$ cat src/rtl/lfsr_req_sched.sv
// Round-robin scheduler sharing one external 7-bit Fibonacci LFSR among NREQ requesters.
// Owns the LFSR enable/load/seed; steps it STEPS times per grant and returns the value.
module lfsr_req_sched #(
  parameter int         NREQ  = 4,
  parameter int         STEPS = 1,
  parameter logic [6:0] SEED  = 7'h01
) (
  input  logic            clk,
  input  logic            rst,
  input  logic            seed_load,
  input  logic [6:0]      seed_in,
  input  logic [NREQ-1:0] req,
  input  logic [6:0]      lfsr_q,
  output logic            lfsr_en,
  output logic            lfsr_load,
  output logic [6:0]      lfsr_seed,
  output logic [NREQ-1:0] gnt,
  output logic            rnd_valid,
  output logic [6:0]      rnd_data,
  output logic            period_done,
  output logic            busy
);

  localparam int         IW       = (NREQ > 1) ? $clog2(NREQ) : 1;
  localparam logic [IW:0] NREQ_W  = (IW+1)'(NREQ);
  localparam logic [6:0] SEED_RST = (SEED == 7'h00) ? 7'h01 : SEED;
  localparam logic [6:0] STEPS_L  = 7'(STEPS);

  typedef enum logic [1:0] {S_INIT, S_IDLE, S_STEP, S_DELIVER} state_t;

  state_t          state_q, state_d;
  logic [NREQ-1:0] gnt_q, gnt_d;
  logic [IW-1:0]   gidx_q, gidx_d;
  logic [IW-1:0]   rr_ptr_q, rr_ptr_d;
  logic [6:0]      rem_q, rem_d;
  logic [6:0]      step_cnt_q, step_cnt_d;
  logic [6:0]      seed_q, seed_d;
  logic [6:0]      rnd_data_q, rnd_data_d;
  logic            rnd_valid_q, rnd_valid_d;
  logic            period_done_q, period_done_d;
  logic            seed_pend_q, seed_pend_d;

  logic [2*NREQ-1:0] req_dbl;
  logic [NREQ-1:0]   req_rot;
  logic [IW-1:0]     pick_off, pick_idx;
  logic              req_any;

  function automatic logic [6:0] sanitize_seed(input logic [6:0] s);
    return (s == 7'h00) ? 7'h01 : s;
  endfunction

  function automatic logic [IW-1:0] add_wrap(input logic [IW-1:0] a, input logic [IW-1:0] b);
    logic [IW:0] s;
    s = {1'b0, a} + {1'b0, b};
    if (s >= NREQ_W) s = s - NREQ_W;
    return s[IW-1:0];
  endfunction

  // Rotate requests so bit 0 is rr_ptr; the lowest set bit is then the next in turn.
  assign req_dbl = {req, req} >> rr_ptr_q;
  assign req_rot = req_dbl[NREQ-1:0];
  assign req_any = |req;

  always_comb begin
    pick_off = '0;
    for (int k = NREQ-1; k >= 0; k--) begin
      if (req_rot[k]) pick_off = IW'(k);
    end
    pick_idx = add_wrap(rr_ptr_q, pick_off);
  end

  always_comb begin
    state_d       = state_q;
    gnt_d         = gnt_q;
    gidx_d        = gidx_q;
    rr_ptr_d      = rr_ptr_q;
    rem_d         = rem_q;
    rnd_valid_d   = 1'b0;
    rnd_data_d    = rnd_data_q;
    seed_d        = seed_q;
    seed_pend_d   = seed_pend_q;
    step_cnt_d    = step_cnt_q;
    period_done_d = 1'b0;
    lfsr_en       = 1'b0;
    lfsr_load     = 1'b0;

    case (state_q)
      S_INIT: begin
        lfsr_en     = 1'b1;
        lfsr_load   = 1'b1;
        seed_pend_d = 1'b0;
        step_cnt_d  = '0;
        state_d     = S_IDLE;
      end
      S_IDLE: begin
        gnt_d = '0;
        if (seed_pend_q) begin
          state_d = S_INIT;
        end else if (req_any) begin
          gnt_d   = {{(NREQ-1){1'b0}}, 1'b1} << pick_idx;
          gidx_d  = pick_idx;
          rem_d   = STEPS_L;
          state_d = S_STEP;
        end
      end
      S_STEP: begin
        lfsr_en = 1'b1;
        rem_d   = rem_q - 7'd1;
        if (step_cnt_q == 7'd126) begin
          step_cnt_d    = '0;
          period_done_d = 1'b1;
        end else begin
          step_cnt_d = step_cnt_q + 7'd1;
        end
        if (rem_q == 7'd1) state_d = S_DELIVER;
      end
      S_DELIVER: begin
        rnd_valid_d = 1'b1;
        rnd_data_d  = lfsr_q;
        rr_ptr_d    = add_wrap(gidx_q, IW'(1));
        state_d     = S_IDLE;
      end
      default: state_d = S_INIT;
    endcase

    // A new seed may arrive in any state, including INIT, and forces another INIT.
    if (seed_load) begin
      seed_d      = sanitize_seed(seed_in);
      seed_pend_d = 1'b1;
    end

    if (rst) begin
      lfsr_en   = 1'b0;
      lfsr_load = 1'b0;
    end
  end

  always_ff @(posedge clk or posedge rst) begin
    if (rst) begin
      state_q       <= S_INIT;
      gnt_q         <= '0;
      gidx_q        <= '0;
      rr_ptr_q      <= '0;
      rem_q         <= '0;
      step_cnt_q    <= '0;
      seed_q        <= SEED_RST;
      rnd_data_q    <= '0;
      rnd_valid_q   <= 1'b0;
      period_done_q <= 1'b0;
      seed_pend_q   <= 1'b0;
    end else begin
      state_q       <= state_d;
      gnt_q         <= gnt_d;
      gidx_q        <= gidx_d;
      rr_ptr_q      <= rr_ptr_d;
      rem_q         <= rem_d;
      step_cnt_q    <= step_cnt_d;
      seed_q        <= seed_d;
      rnd_data_q    <= rnd_data_d;
      rnd_valid_q   <= rnd_valid_d;
      period_done_q <= period_done_d;
      seed_pend_q   <= seed_pend_d;
    end
  end

  assign lfsr_seed   = seed_q;
  assign gnt         = gnt_q;
  assign rnd_valid   = rnd_valid_q;
  assign rnd_data    = rnd_data_q;
  assign period_done = period_done_q;
  assign busy        = (state_q != S_IDLE);

endmodule

$ cat config.mk
export PLATFORM = sky130hd
export DESIGN_NAME = lfsr_req_sched
export DESIGN_NICKNAME = d
export VERILOG_FILES = /design/src/rtl/lfsr_req_sched.sv
export SDC_FILE = /design/constraint.sdc
export NUM_CORES = 1
export LEC_CHECK = 0
export ABC_AREA = 1
export CAP_MARGIN = 20
export CORE_ASPECT_RATIO = 1.4
export CORE_UTILIZATION = 30
export CTS_CLUSTER_DIAMETER = 80
export CTS_CLUSTER_SIZE = 28
export DETAILED_ROUTE_END_ITERATION = 16
export GPL_ROUTABILITY_DRIVEN = 0
export GPL_TIMING_DRIVEN = 0
export SLEW_MARGIN = 20
export SYNTH_ARGS = -nofsm -noshare
export SYNTH_HDL_FRONTEND = slang
export SYNTH_SLANG_ARGS = --single-unit
$ cat constraint.sdc
create_clock -name clk -period 4.9 [get_ports clk]
set_input_delay 0.98 -clock clk [delete_from_list [all_inputs] [get_ports clk]]
set_output_delay 0.98 -clock clk [all_outputs]
set_load 0.01 [all_outputs]
==> out/results.ini <==
[detailed_routing]
wl_met1_um = 1620
wl_per_cell_um = 11.09
vias = 1603
antenna_left = 0
drt_first_pass_iters = 4
via_per_inst = 4.554
wl_met2_um = 2069
drcViolationCount = 0
wl_um = 3903
dr.first_iter.drc_count = 45
routed.top_layer = met4
met3_length_um = 119

[clock_network]
cts_tree = built
cts_resized = 0
clock_tree.root_cell = clkbuf_8
clockBufferDepth = 2
clock_latency_ns = 0.30
cts_setup_buffers = 0
cts.sinks = 41
cts_buffers = 5
postCtsHoldBufs = 0
htree_levels = 2
clkSlewWorstSetupHoldPaths_ns = 0.07

[logic_synthesis]
yosysSeqAreaShare = 0.5293
ys_ff_latch = 41
syn_nets = 254
synth_top_area_frac = 0.5158
synthDistinctLibCells = 30
ys_warn_count = 0
synth_area_leaders = dfrtp_1 52%, nand2_1 16%, nand3_1 4.6%
syn-cell-area_um2 = 1941
syn_inst = 228
syn_avg_cell_area_um2 = 8.511
yosys.area.top_type = dfrtp_1

[finish]
fillers = 633
area_growth_pct = 33.78
diodes = 0
drive_gt1_frac = 0.09286
final_nets = 305
finalNonFillerCells = 352
fin_area_um2 = 2596

[worst_setup_path]
path_class = primary input to output port
r2r_cells = 13
arrival_ns = 2.14
worstPathRequired_ns = 3.92
cp_max_fo = 3
cp-start-kind = primary input
end_kind = output port

[sta]
fin_skew_ns = 0.008167
finalCritPeriodShare = 0.6364
final_max_slew_viol_count = 0
slew_headroom = 0.6638
final.setup.tns_ns = 0
finalHoldViolCount = 0
rsz0062_at_grt = false
fin_crit_ns = 3.118
worst-slew-pin-transition_ns = 0.5036
max_freq_ghz = 0.3207
whs_ns = 0.4616
finalSetupViolations = 0

[floorplan]
rows = 34
boundaryPins = 44
start_util = 0.3124
dieArea_um2 = 6799
fp.dieW_um = 69.98
chipHeight_um = 97.17
core_um2 = 6211

[job]
cap_violations = 0

[global_route]
grt_pass1_vias = 1634
grtUsageTotal = 0.1285
grt_max_degree = 22
gr-total-overflow = 0
grt_pass1_wl_um = 7010
antenna_found_initial = 0

[power]
p_seq_frac = 0.386
switching_power_mw = 0.4945
swShare = 0.3729
p_comb_frac = 0.416
pwr_density_cell_nw_per_um2 = 510.8
intPower_mw = 0.8315
ir_drop_uv = 187.8
leakage_nw = 1.219
power_frac_clock = 0.198

[worst_hold_path]
hold_depth = 1
min_path_type = register to register

[outcome]
status = complete, no violations

[placement]
dpl.hpwl_um = 2976
portBuffers = 43
placedInstanceArea_um2 = 2489
placed_cells = 344

[power by group through the flow]
stage | logic, mW | clock network (mW) | registers, mW
final | 0.552 | 0.263 | 0.512
after global routing | 0.629 | 0.292 | 0.526
after CTS | 0.563 | 0.274 | 0.512
after detailed placement | 0.561 | 0 | 0.518
after global placement | 0.551 | 0 | 0.516
after floorplan | 0.333 | 0 | 0.525
[logic make-up (layout without fill, tap and decap cells)]
kind of cell               count (synthesis)  in the layout  synth area share
and+or+nand+nor                          119            119            0.2656
DFF                                       41             41            0.5293
AOI/OAI and AO/OA                         29             29           0.08382
buffers and inverters                     26             78           0.05223
xor gates and xnor gates                   7              7           0.03159
adders and majority gates                  5              5           0.03224
muxes                                      1              1          0.005158
[state kept, by name (all words and copies together), names as in the netlist]
name and cells:
rr_ptr_q 2, gnt 4, rnd_data 7, rem_q 7, rnd_valid 1, seed_pend_q 1, lfsr_seed 7, state_q 2
period_done 1, gidx_q 2, step_cnt_q 7
[stage by stage]
step           utilization  power (mW)  setup slack (ns)
2_1_floorplan            -      0.8587             2.681
3_3_place_gp        0.3963       1.067             1.810
3_5_place_dp        0.4007       1.080             1.771
4_1_cts             0.4180       1.349             1.764
5_1_grt             0.4180       1.447             1.700
6_report            0.4180       1.326             1.782
[layout by cell type (no fill, tap or decap), types with 2 or more instances in the layout]
cell type and instances:
inv_1 15, xor2_1 5, or2_2 2, ha_1 5, nand2_1 81, clkdlybuf4s50_1 43, xnor2_1 2, a21oi_1 3
clkbuf_8 5, o22ai_1 2, o21ai_0 16, inv_2 6, nor2_4 3, nor3_1 3, clkinv_1 2, buf_2 3
o21ai_1 2, nand3_1 18, nor2_1 8, dfrtp_1 40
[layout make-up]
type | instances | area (um2) | share of cell area
buffer | 3 | 15.01 | 0.005783
clock buffer | 6 | 72.57 | 0.02795
clock inverter | 2 | 35.03 | 0.01349
inverter | 23 | 86.33 | 0.03325
multi-input combinational | 161 | 812.0 | 0.3128
sequential | 41 | 1027 | 0.3957
tap | 72 | 90.09 | 0.03470
timing repair buffer | 44 | 457.9 | 0.1764
[Yosys cell counts]
library cell and n:
inv_2 5, buf_2 3, or2_2 2, o22ai_1 2, mux2i_1 1, a21boi_0 1
xnor2_1 2, a21oi_1 3, ha_1 5, a31oi_1 1, nand4_1 1, nor2_1 8
dfstp_2 1, inv_1 16, o211ai_1 1, nor2_2 1, nor3_1 3, nand2_1 81
nand2_2 1, xor2_1 5, o21ai_1 2, o41ai_1 1, nand3_1 18, clkinv_1 2
nand2_4 1, nor2_4 3, dfrtp_1 40, o21ai_0 16, o31ai_1 1, o21a_1 1
[per-layer routing]
layer,track usage,vias up
met5,0,-
met4,0.06462,0
met3,0.03112,7
met2,0.2300,19
met1,0.1379,748
li1,-,829
[critical path, stage by stage]
cell and delay, ns:
clkdlybuf4s50_1 0.45, nor3_1 0.15, clkdlybuf4s50_1 0.56
[worst paths after layout]
kind / endpoint / slack [ns] / startpoint
max in group asynchronous: lfsr_seed[0] / 3.27 / rst
worst max-delay path: lfsr_load / 1.78 / rst
worst max register to register: gnt[2] / 2.97 / rr_ptr_q[0]
worst min register to register: rem_q[4] / 0.46 / rem_q[4]
min in group asynchronous: state_q[0] / 1.08 / rst
worst min-delay path: rem_q[4] / 0.46 / rem_q[4]
Power figures use the tool's default switching activity.
